### config.mk
export PLATFORM = sky130hd
export DESIGN_NAME = calc_exec_ctrl
export DESIGN_NICKNAME = d
export VERILOG_FILES = /design/src/rtl/calc_pkg.sv /design/src/rtl/bin2bcd_seq.sv /design/src/rtl/calc_exec_ctrl.sv
export SDC_FILE = /design/constraint.sdc
export NUM_CORES = 1
export LEC_CHECK = 0
export ABC_AREA = 1
export BUFFER_PORTS_ARGS = -buffer_cell sky130_fd_sc_hd__buf_2
export CAP_MARGIN = 20
export CORE_MARGIN = 1.5
export CORE_UTILIZATION = 63
export DETAILED_ROUTE_END_ITERATION = 8
export PLACE_DENSITY = 0.86
export SYNTH_ARGS = -nofsm -noshare
export SYNTH_HDL_FRONTEND = slang
export SYNTH_SLANG_ARGS = --single-unit
### constraint.sdc
create_clock -name clk -period 3.6 [get_ports clk]
set_input_delay 0.18 -clock clk [delete_from_list [all_inputs] [get_ports clk]]
set_output_delay 0.18 -clock clk [all_outputs]
set_load 0.01 [all_outputs]
### src/rtl/calc_pkg.sv
// Shared definitions for the keypad calculator execution sequencer:
// state encoding, datapath widths, operator bit positions and small helpers.
package calc_pkg;

  localparam int MUL_STEPS  = 7;   // one step per bit of the 7-bit operand B
  localparam int BIN_W      = 14;  // binary result width (99*99 = 9801)
  localparam int BCD_DIGITS = 4;
  localparam int DIGIT_MAX  = 9;
  localparam int OPND_W     = 7;   // 2-digit operand in binary (0..99)
  localparam int BCD_W      = 4 * BCD_DIGITS;

  // Bit positions of the one-hot operator vector {op_mul, op_sub, op_add}
  localparam int OP_ADD_BIT = 0;
  localparam int OP_SUB_BIT = 1;
  localparam int OP_MUL_BIT = 2;

  typedef enum logic [2:0] {
    ST_IDLE,
    ST_LOAD,
    ST_ALU,
    ST_MUL,
    ST_CONV,
    ST_DONE
  } state_e;

  // Request captured in the cycle start is accepted
  typedef struct packed {
    logic [3:0] a_tens;
    logic [3:0] a_ones;
    logic [3:0] b_tens;
    logic [3:0] b_ones;
    logic [2:0] op;
  } req_t;

  function automatic logic digit_ok(input logic [3:0] d);
    return d <= 4'(DIGIT_MAX);
  endfunction

  function automatic logic is_one_hot3(input logic [2:0] v);
    return (v == 3'b001) || (v == 3'b010) || (v == 3'b100);
  endfunction

  // Two BCD digits to binary; only meaningful for legal digits
  function automatic logic [OPND_W-1:0] bcd2_to_bin(input logic [3:0] tens,
                                                    input logic [3:0] ones);
    return OPND_W'(tens) * OPND_W'(10) + OPND_W'(ones);
  endfunction

endpackage

### src/rtl/bin2bcd_seq.sv
// Sequential double-dabble converter: 14-bit binary to 4 BCD digits.
// A start pulse loads the operand; the following 14 cycles each perform one
// adjust-and-shift step. done_o is high during the last step and bcd_o then
// carries the finished result (the value being written this cycle).
module bin2bcd_seq
  import calc_pkg::*;
(
  input  logic             clk,
  input  logic             rst_n,
  input  logic             clr_i,
  input  logic             start_i,
  input  logic [BIN_W-1:0] bin_i,
  output logic             done_o,
  output logic [BCD_W-1:0] bcd_o
);

  logic [BIN_W-1:0] bin_q, bin_d;
  logic [BCD_W-1:0] bcd_q, bcd_d;
  logic [3:0]       cnt_q, cnt_d;
  logic [BCD_W-1:0] adj;

  // One double-dabble step per cycle while steps remain
  always_comb begin
    // NOTE: every signal written here gets a default first so no path can
    // leave it unassigned and infer a latch.
    bin_d  = bin_q;
    bcd_d  = bcd_q;
    cnt_d  = cnt_q;
    done_o = 1'b0;
    adj    = bcd_q;
    for (int i = 0; i < BCD_DIGITS; i++) begin
      if (bcd_q[4*i +: 4] >= 4'd5) begin
        adj[4*i +: 4] = bcd_q[4*i +: 4] + 4'd3;
      end
    end

    if (clr_i) begin
      bin_d = '0;
      bcd_d = '0;
      cnt_d = '0;
    end else if (start_i) begin
      bin_d = bin_i;
      bcd_d = '0;
      cnt_d = 4'(BIN_W);
    end else if (cnt_q != 4'd0) begin
      {bcd_d, bin_d} = {adj[BCD_W-2:0], bin_q, 1'b0};
      cnt_d          = cnt_q - 4'd1;
      done_o         = (cnt_q == 4'd1);
    end
  end

  assign bcd_o = bcd_d;

  // Converter state registers
  always_ff @(posedge clk or negedge rst_n) begin
    if (!rst_n) begin
      bin_q <= '0;
      bcd_q <= '0;
      cnt_q <= '0;
    end else begin
      // NOTE: sequential state uses non-blocking assignments so all flops
      // update together from pre-edge values.
      bin_q <= bin_d;
      bcd_q <= bcd_d;
      cnt_q <= cnt_d;
    end
  end

endmodule

### src/rtl/calc_exec_ctrl.sv
// Execution sequencer for the two-operand keypad calculator. Accepts two
// 2-digit BCD operands and a one-hot operator, runs add/sub (1 cycle) or a
// 7-step shift-add multiply, converts the result to BCD and holds it.
module calc_exec_ctrl
  import calc_pkg::*;
(
  input  logic             clk,
  input  logic             rst_n,
  input  logic             start,
  input  logic             clear,
  input  logic             op_add,
  input  logic             op_sub,
  input  logic             op_mul,
  input  logic [3:0]       a_tens,
  input  logic [3:0]       a_ones,
  input  logic [3:0]       b_tens,
  input  logic [3:0]       b_ones,
  output logic             busy,
  output logic             done,
  output logic             err,
  output logic             neg,
  output logic [BCD_W-1:0] res_bcd
);

  state_e            state_q, state_d;
  req_t              req_q, req_d;
  logic [OPND_W-1:0] a_q, a_d, b_q, b_d;
  logic [BIN_W-1:0]  acc_q, acc_d, partial;
  logic [2:0]        step_q, step_d;
  logic              sign_q, sign_d;
  logic              err_q, err_d;
  logic              neg_q, neg_d;
  logic [BCD_W-1:0]  res_q, res_d;

  logic              req_legal;
  logic              conv_start;
  logic [BIN_W-1:0]  conv_bin;
  logic              conv_done;
  logic [BCD_W-1:0]  conv_bcd;

  assign req_legal = digit_ok(req_q.a_tens) && digit_ok(req_q.a_ones) &&
                     digit_ok(req_q.b_tens) && digit_ok(req_q.b_ones) &&
                     is_one_hot3(req_q.op);

  // Next-state, datapath and converter handshake for the sequencer
  always_comb begin
    state_d    = state_q;
    req_d      = req_q;
    a_d        = a_q;
    b_d        = b_q;
    acc_d      = acc_q;
    step_d     = step_q;
    sign_d     = sign_q;
    err_d      = err_q;
    neg_d      = neg_q;
    res_d      = res_q;
    partial    = '0;
    conv_start = 1'b0;
    conv_bin   = '0;

    unique case (state_q)
      ST_IDLE: begin
        if (start) begin
          req_d   = '{a_tens: a_tens, a_ones: a_ones, b_tens: b_tens,
                      b_ones: b_ones, op: {op_mul, op_sub, op_add}};
          err_d   = 1'b0;
          neg_d   = 1'b0;
          res_d   = '0;
          sign_d  = 1'b0;
          state_d = ST_LOAD;
        end
      end

      ST_LOAD: begin
        if (req_legal) begin
          a_d     = bcd2_to_bin(req_q.a_tens, req_q.a_ones);
          b_d     = bcd2_to_bin(req_q.b_tens, req_q.b_ones);
          acc_d   = '0;
          step_d  = '0;
          state_d = req_q.op[OP_MUL_BIT] ? ST_MUL : ST_ALU;
        end else begin
          err_d   = 1'b1;
          neg_d   = 1'b0;
          res_d   = '0;
          state_d = ST_DONE;
        end
      end

      ST_ALU: begin
        if (req_q.op[OP_ADD_BIT]) begin
          conv_bin = BIN_W'(a_q) + BIN_W'(b_q);
          sign_d   = 1'b0;
        end else if (a_q >= b_q) begin
          // A == B lands here, so a zero difference is never negative
          conv_bin = BIN_W'(a_q - b_q);
          sign_d   = 1'b0;
        end else begin
          conv_bin = BIN_W'(b_q - a_q);
          sign_d   = 1'b1;
        end
        conv_start = 1'b1;
        state_d    = ST_CONV;
      end

      ST_MUL: begin
        if (b_q[step_q]) begin
          partial = BIN_W'(a_q) << step_q;
        end
        acc_d  = acc_q + partial;
        step_d = step_q + 3'd1;
        if (step_q == 3'(MUL_STEPS - 1)) begin
          // Final partial product goes straight into the converter
          conv_start = 1'b1;
          conv_bin   = acc_d;
          sign_d     = 1'b0;
          state_d    = ST_CONV;
        end
      end

      ST_CONV: begin
        if (conv_done) begin
          res_d   = conv_bcd;
          neg_d   = sign_q;
          state_d = ST_DONE;
        end
      end

      ST_DONE: begin
        state_d = ST_IDLE;
      end

      default: begin
        state_d = ST_IDLE;
      end
    endcase

    // Synchronous abort beats everything, including a same-cycle start
    if (clear) begin
      state_d = ST_IDLE;
      req_d   = '0;
      a_d     = '0;
      b_d     = '0;
      acc_d   = '0;
      step_d  = '0;
      sign_d  = 1'b0;
      err_d   = 1'b0;
      neg_d   = 1'b0;
      res_d   = '0;
    end
  end

  // Sequencer and datapath registers
  always_ff @(posedge clk or negedge rst_n) begin
    if (!rst_n) begin
      // NOTE: datapath registers are reset along with the FSM so an aborted
      // operation leaves no stale operands or partial products behind.
      state_q <= ST_IDLE;
      req_q   <= '0;
      a_q     <= '0;
      b_q     <= '0;
      acc_q   <= '0;
      step_q  <= '0;
      sign_q  <= 1'b0;
      err_q   <= 1'b0;
      neg_q   <= 1'b0;
      res_q   <= '0;
    end else begin
      state_q <= state_d;
      req_q   <= req_d;
      a_q     <= a_d;
      b_q     <= b_d;
      acc_q   <= acc_d;
      step_q  <= step_d;
      sign_q  <= sign_d;
      err_q   <= err_d;
      neg_q   <= neg_d;
      res_q   <= res_d;
    end
  end

  bin2bcd_seq u_bin2bcd (
    .clk     (clk),
    .rst_n   (rst_n),
    .clr_i   (clear),
    .start_i (conv_start),
    .bin_i   (conv_bin),
    .done_o  (conv_done),
    .bcd_o   (conv_bcd)
  );

  assign busy    = (state_q == ST_LOAD) || (state_q == ST_ALU) ||
                   (state_q == ST_MUL)  || (state_q == ST_CONV);
  assign done    = (state_q == ST_DONE);
  assign err     = err_q;
  assign neg     = neg_q;
  assign res_bcd = res_q;

endmodule
After elaboration in Yosys (flattened, before gate mapping)
Index checks and enable logic that the tools add are counted.
{"block": "word_totals", "word_cells": 150, "ff_bits": 106, "out_inout_bits": 20, "input_bits": 23}
{"block": "op_classes", "eq_ne": 15, "muxes": 66, "n_reduce_logical": 27, "shifts": 1, "order_cmp": 10, "addsub": 12, "n_mul": 2}
{"op": "$mux W14", "n": 10}
{"op": "$mux W16", "n": 7}
{"op": "$mux W19", "n": 3}
{"op": "$pmux W14 S2", "n": 2}
{"op": "$pmux W16 S3", "n": 1}
{"op": "$mux W7", "n": 6}
{"op": "$mux W3", "n": 8}
{"op": "$mux W4", "n": 6}
{"op": "$ge A4 B3 Y1 const B", "n": 4}
{"op": "$le A4 B4 Y1 const B", "n": 4}
{"op": "$mux W1", "n": 16}
{"op": "$sub A7 B7 Y8", "n": 2}
{"op": "$ne A3 B3 Y1 const B", "n": 5}
{"op": "$pmux W3 S5", "n": 1}
{"op": "$add A14 B14 Y14", "n": 1}
{"op": "$add A7 B4 Y7", "n": 2}
{"op": "$shl A7 B3 Y14", "n": 1}
{"op": "$add A4 B2 Y4 const B", "n": 3}
{"op": "$eq A3 B3 Y1 const B", "n": 4}
{"op": "$mul A4 B3 Y6 const B", "n": 2}
{"op": "$reduce_bool A4 Y1", "n": 3}
{"op": "$eq A3 B2 Y1 const B", "n": 3}
{"op": "$reduce_and A3 Y1", "n": 3}
{"op": "$reduce_bool A3 Y1", "n": 3}
{"op": "18 further kinds", "n": 33}

Longest topological paths before layout
{"block": "logic_depth", "word_depth": 9, "mapped_depth": 21, "ltp_nobuf": 20}

By module
A second synthesis with hierarchy kept.
{"block": "hier_totals", "cells_unflattened": 1117, "area_unflattened_um2": 7926.4}
{"mod": "calc_exec_ctrl", "instances": 1, "seq_area_each_um2": 1801.7, "area_per_inst_um2": 5899.4, "cells_per_inst": 842}
{"mod": "bin2bcd_seq", "instances": 1, "seq_area_each_um2": 850.8, "area_per_inst_um2": 2026.9, "cells_per_inst": 275}

Worst setup path after synthesis
No wires, ideal clock.
{"block": "synth_path", "path_kind": "reg2reg", "start": "register step_q[0]", "end": "register u_bin2bcd.bin_q[8]", "setup_slack_ps": 1001, "arrival_time_ps": 2476, "setup_time_ps": 123, "path_stages_with_launch": 19, "t_required_ps": 3477, "path_buffers": 1, "path_cell_list": "dfrtp_1 > buf_2 > clkinv_1 > a21oi_1 > o21ai_0 > nand2_1 > nand2_1 > nor3_1 > ha_1 > inv_1 > fa_1 > o21bai_1 > nand2_1 > nand2_1 > nand2_1 > nand3_1 > nor2_1 > o21ai_0 > nand2_1"}
{"block": "synth_via", "elab_chain_len": 9, "elab_cells_between_ends": 14}
{"element": "start: declaration", "line": "calc_exec_ctrl.sv:29", "text": "logic [2:0] step_q, step_d;"}
{"element": "start signal: assignment", "line": "calc_exec_ctrl.sv:173", "text": "step_q <= step_d;"}
{"element": "$bmux W1 S3", "line": "calc_exec_ctrl.sv:106", "text": "if (b_q[step_q]) begin"}
{"element": "$mux W1 (implied by the code)", "line": "calc_exec_ctrl.sv:106"}
{"element": "$mux W14", "line": "calc_exec_ctrl.sv:106"}
{"element": "$mux W14", "line": "calc_exec_ctrl.sv:61", "text": "unique case (state_q)"}
{"element": "$add A14 B14 Y14", "line": "calc_exec_ctrl.sv:109", "text": "acc_d = acc_q + partial;"}
{"element": "$mux W14", "line": "calc_exec_ctrl.sv:111", "text": "if (step_q == 3'(MUL_STEPS - 1)) begin"}
{"element": "$pmux W14 S2", "line": "calc_exec_ctrl.sv:61"}
{"element": "$mux W14", "line": "bin2bcd_seq.sv:41", "text": "end else if (start_i) begin"}
{"element": "$mux W14", "line": "bin2bcd_seq.sv:37", "text": "if (clr_i) begin"}
{"element": "end signal: assignment", "line": "bin2bcd_seq.sv:63", "text": "bin_q <= bin_d;"}
{"element": "end: declaration", "line": "bin2bcd_seq.sv:17", "text": "logic [BIN_W-1:0] bin_q, bin_d;"}
Parallel ways exist; a longest one is shown, timed or not. The select of a mux whose other input is x is not followed.
A chain may end at the register's enable or synchronous reset.

Worst setup path after layout
{"block": "layout_path", "start": "register step_q[0]", "end": "register u_bin2bcd.bin_q[12]"}
Same word-level chain as after synthesis.

==> run_results.csv <==
group,metric,value,unit
floorplan,die_h,114,um
sta,worst_pin_slew,908,ps
logic_synthesis,synth_top_area_share,34.0,%
clock_network,post_cts_buffers,0,
floorplan,pin_count,43,
worst_setup_path,worstPathMaxFanout,19,
clock_network,clock-sinks,106,
layout,n_antenna_cell,0,
clock_network,clkLatencyLatePin,360,ps
drt,postRouteAntennaNets,0,
worst_setup_path,cpMostUsedCell,"nand2_1",
worst_setup_path,cp-start-kind,"flip-flop",
grt,grt_max_degree,65,
grt,grtUsageTotal,31.6,%
logic_synthesis,yosysSeqAreaShare,34.0,%
place,place_area,8130,sq um
sta,final_max_slew_viol_count,0,
layout,area_growth,7.79,%
sta,hold_viol_final,0,
logic_synthesis,netlist_area,7810,sq um
place,port_buffers,42,
floorplan,start_util,64.7,%
power,cellPowerDensity,544,nW/um^2
sta,final.setup.tns,0,ps
floorplan,die_area,13100,sq um
outcome,status,"finished, final reports clean",
clock_network,clk_pin_slew,70,ps
worst_setup_path,arrival,3330,ps
sta,skew,6.05,ps
logic_synthesis,syn_nets,1168,
grt,grt_overflow,0,
place,dp_slack,389,ps
drt,vias,7150,
drt,wl_met2,9.13,mm
power,power.switching,2.05,mW
worst_setup_path,path_class,"reg2reg",
logic_synthesis,ys_seq_elements,106,
min_path,min_path_type,"in2reg",
grt,grt_pass1_wl,32.5,mm
sta,setup_viol,0,
worst_setup_path,required,3860,ps
power,intPower,2.53,mW
worst_setup_path,slowest_delay,520,ps
floorplan,core_area,12100,sq um
power,pwr-share-seq,33.8,%
clock_network,ctsRootBufferMaster,"clkbuf_16",
grt,grt_pass1_vias,6848,
power,clkPwrFrac,20.8,%
layout,n_fill_cell,1031,
layout,drive_gt1_share,9.43,%
sta,fin_ws,527,ps
power,power_leakage,4.39,nW
sta,fin_crit_sh,85.4,%
drt,wl_met3,974,um
clock_network,numCtsBuffers,9,
sta,fmax,325,MHz
drt,wire_per_inst,15.2,um
floorplan,fp-row-count,40,
place,hpwl,14.3,mm
logic_synthesis,yosysUniqueCellTypes,45,
drt,met1_length,8.56,mm
clock_network,cts_tree,"done",
worst_setup_path,end_kind,"flip-flop",
sta,rsz0062_at_grt,"false",
place,gp_congestion,1.02,
job,cap_violations,0,
sta,hold-worst-slack,53.7,ps
sta,min_period,3070,ps
logic_synthesis,syn_area_per_cell,7.24,sq um
drt,drt_wl_total,19.4,mm
grt,antenna_found_initial,0,
logic_synthesis,syn-instance-count,1079,
layout,fin_area,8420,sq um
logic_synthesis,synthTopCellsByArea,"dfrtp_1 34%, nand2_1 13%, ha_1 9.3%",
drt,first_pass_iters,5,
drt,highest_layer,"met4",
layout,nNetsFinal,1197,
drt,drc,0,
power,pwr-share-comb,45.3,%
logic_synthesis,yosys.area.top_type,"dfrtp_1",
sta,slew-limit-headroom,39.4,%
floorplan,die_x,114,um
worst_setup_path,crit_family,"simple AND/OR/NAND/NOR gates",
drt,drtIter0Drc,608,
worst_setup_path,path_buf_inv,2,
power,swShare,44.8,%
power,vdd_drop_max,0.449,mV
clock_network,cts_buffer_depth,2,
logic_synthesis,yosysWarnings,0,
drt,viasPerCell,5.58,
clock_network,htree_levels,3,
worst_setup_path,cp_slowest_cell,"dfrtp_2",
worst_setup_path,crit_chain,"clkinv_1 > a21oi_1 > o21ai_0 > nand2_1 > nand2_1 > nor3_1 > ha_1 > inv_1 > fa_1 > o21bai_1 > nand3_1 > nand3_1 > nand2_1 > nand4_1 > nand2_1 > nand2_1 > nand2_1",
[synthesized netlist by cell type (all sizes together)]
| library cell | n |
|---|---|
| nor3 | 9 |
| o32ai | 3 |
| buf | 23 |
| or2 | 2 |
| o22ai | 12 |
| o21a | 4 |
| xnor2 | 4 |
| dfrtp | 106 |
| o31ai | 1 |
| nand3 | 108 |
| and2 | 1 |
| nand3b | 4 |
| a31oi | 4 |
| o21ai | 97 |
| xor2 | 14 |
| nand4 | 23 |
| a21o | 1 |
| o211ai | 13 |
| o221ai | 3 |
| inv | 143 |
| a21oi | 40 |
| nand2 | 280 |
| fa | 8 |
| nor2 | 95 |
| o21bai | 4 |
| o2111ai | 1 |
| clkbuf | 12 |
| ha | 58 |
| clkinv | 6 |
[sequential cells by signal, summed over array words and instances (netlist names)]
name,count
req_q,19
res_bcd,16
u_bin2bcd.bin_q,14
u_bin2bcd.cnt_q,4
state_q,3
step_q,3
u_bin2bcd.bcd_q,16
sign_q,1
b_q,7
err,1
a_q,7
acc_q,14
neg,1
[through the flow]
step	cells	utilization, %	power (mW)
after floorplan	1079	-	3.13
after global placement	1263	67.3	3.53
after detailed placement	1264	67.4	3.59
after CTS	1281	69.8	4.57
after global routing	1281	69.8	4.93
final	1281	69.8	4.58
[cells by family (layout without fill, tap and decap cells)]
kind of cell | Yosys count | count (layout) | share of synthesized area (%)
flip-flops | 106 | 106 | 34.0
AND/OR/NAND/NOR | 522 | 522 | 29.5
buffers and inverters | 184 | 218 | 9.66
XOR/XNOR | 18 | 18 | 2.02
AO/OA/AOI/OAI | 183 | 183 | 13.5
adder cells (fa/ha/maj) | 66 | 66 | 11.3
[worst min-delay path: stages]
cell,delay (ps)
buf_2,70
nand3_1,60
o21ai_0,60
[power by group through the flow]
stage	sequential (mW)	combinational [mW]	clock (mW)
6_report	1.55	2.08	0.954
5_1_grt	1.58	2.36	0.999
4_1_cts	1.55	2.06	0.963
3_5_place_dp	1.56	2.03	0
3_3_place_gp	1.56	1.97	0
2_1_floorplan	1.53	1.60	0
[timing repair]
item | 4_1_cts | 5_1_grt
gates resized for setup | 0 | 1
endpoints found under the hold margin | 62 | 0
endpoints found under the setup margin | 0 | 5
hold buffers | 1 | 0
[worst paths after layout]
path / start / end / slack [ps] / cells past startpoint
max in group asynchronous: rst_n / state_q[1] / 2300 / 3
setup / recovery: step_q[0] / u_bin2bcd.bin_q[12] / 530 / 17
min in group asynchronous: rst_n / u_bin2bcd.bin_q[9] / 450 / 2
setup reg to reg: step_q[0] / u_bin2bcd.bin_q[12] / 530 / 17
hold reg to reg: res_bcd[11] / res_bcd[11] / 480 / 2
hold / removal: a_tens[0] / req_q[15] / 50 / 3
[final cells by class]
class	count	area, sq um	share of cell area (%)
multi-input combinational	789	4410	52.3
sequential	106	2650	31.5
inverter	149	566	6.72
timing repair buffer	53	305	3.63
clock buffer	9	225	2.68
tap	168	210	2.50
clock inverter	7	51.3	0.609
[cells in the final DEF (no fill, tap or decap), drive strengths merged, types with 10 or more instances in the layout]
| master | instances |
|---|---|
| ha | 58 |
| o21ai | 97 |
| xor2 | 14 |
| o211ai | 13 |
| o22ai | 12 |
| nand3 | 108 |
| buf | 52 |
| nor2 | 95 |
| nand4 | 23 |
| nand2 | 280 |
| dfrtp | 106 |
| a21oi | 40 |
| clkinv | 10 |
| inv | 145 |
[metal layers]
layer | track usage [%] | up-vias
met5 | 0 | -
met4 | 13.8 | 0
met3 | 4.45 | 48
met2 | 52.4 | 210
met1 | 41.5 | 3317
li1 | - | 3575
Note: power is estimated with default switching activity, not from simulation.
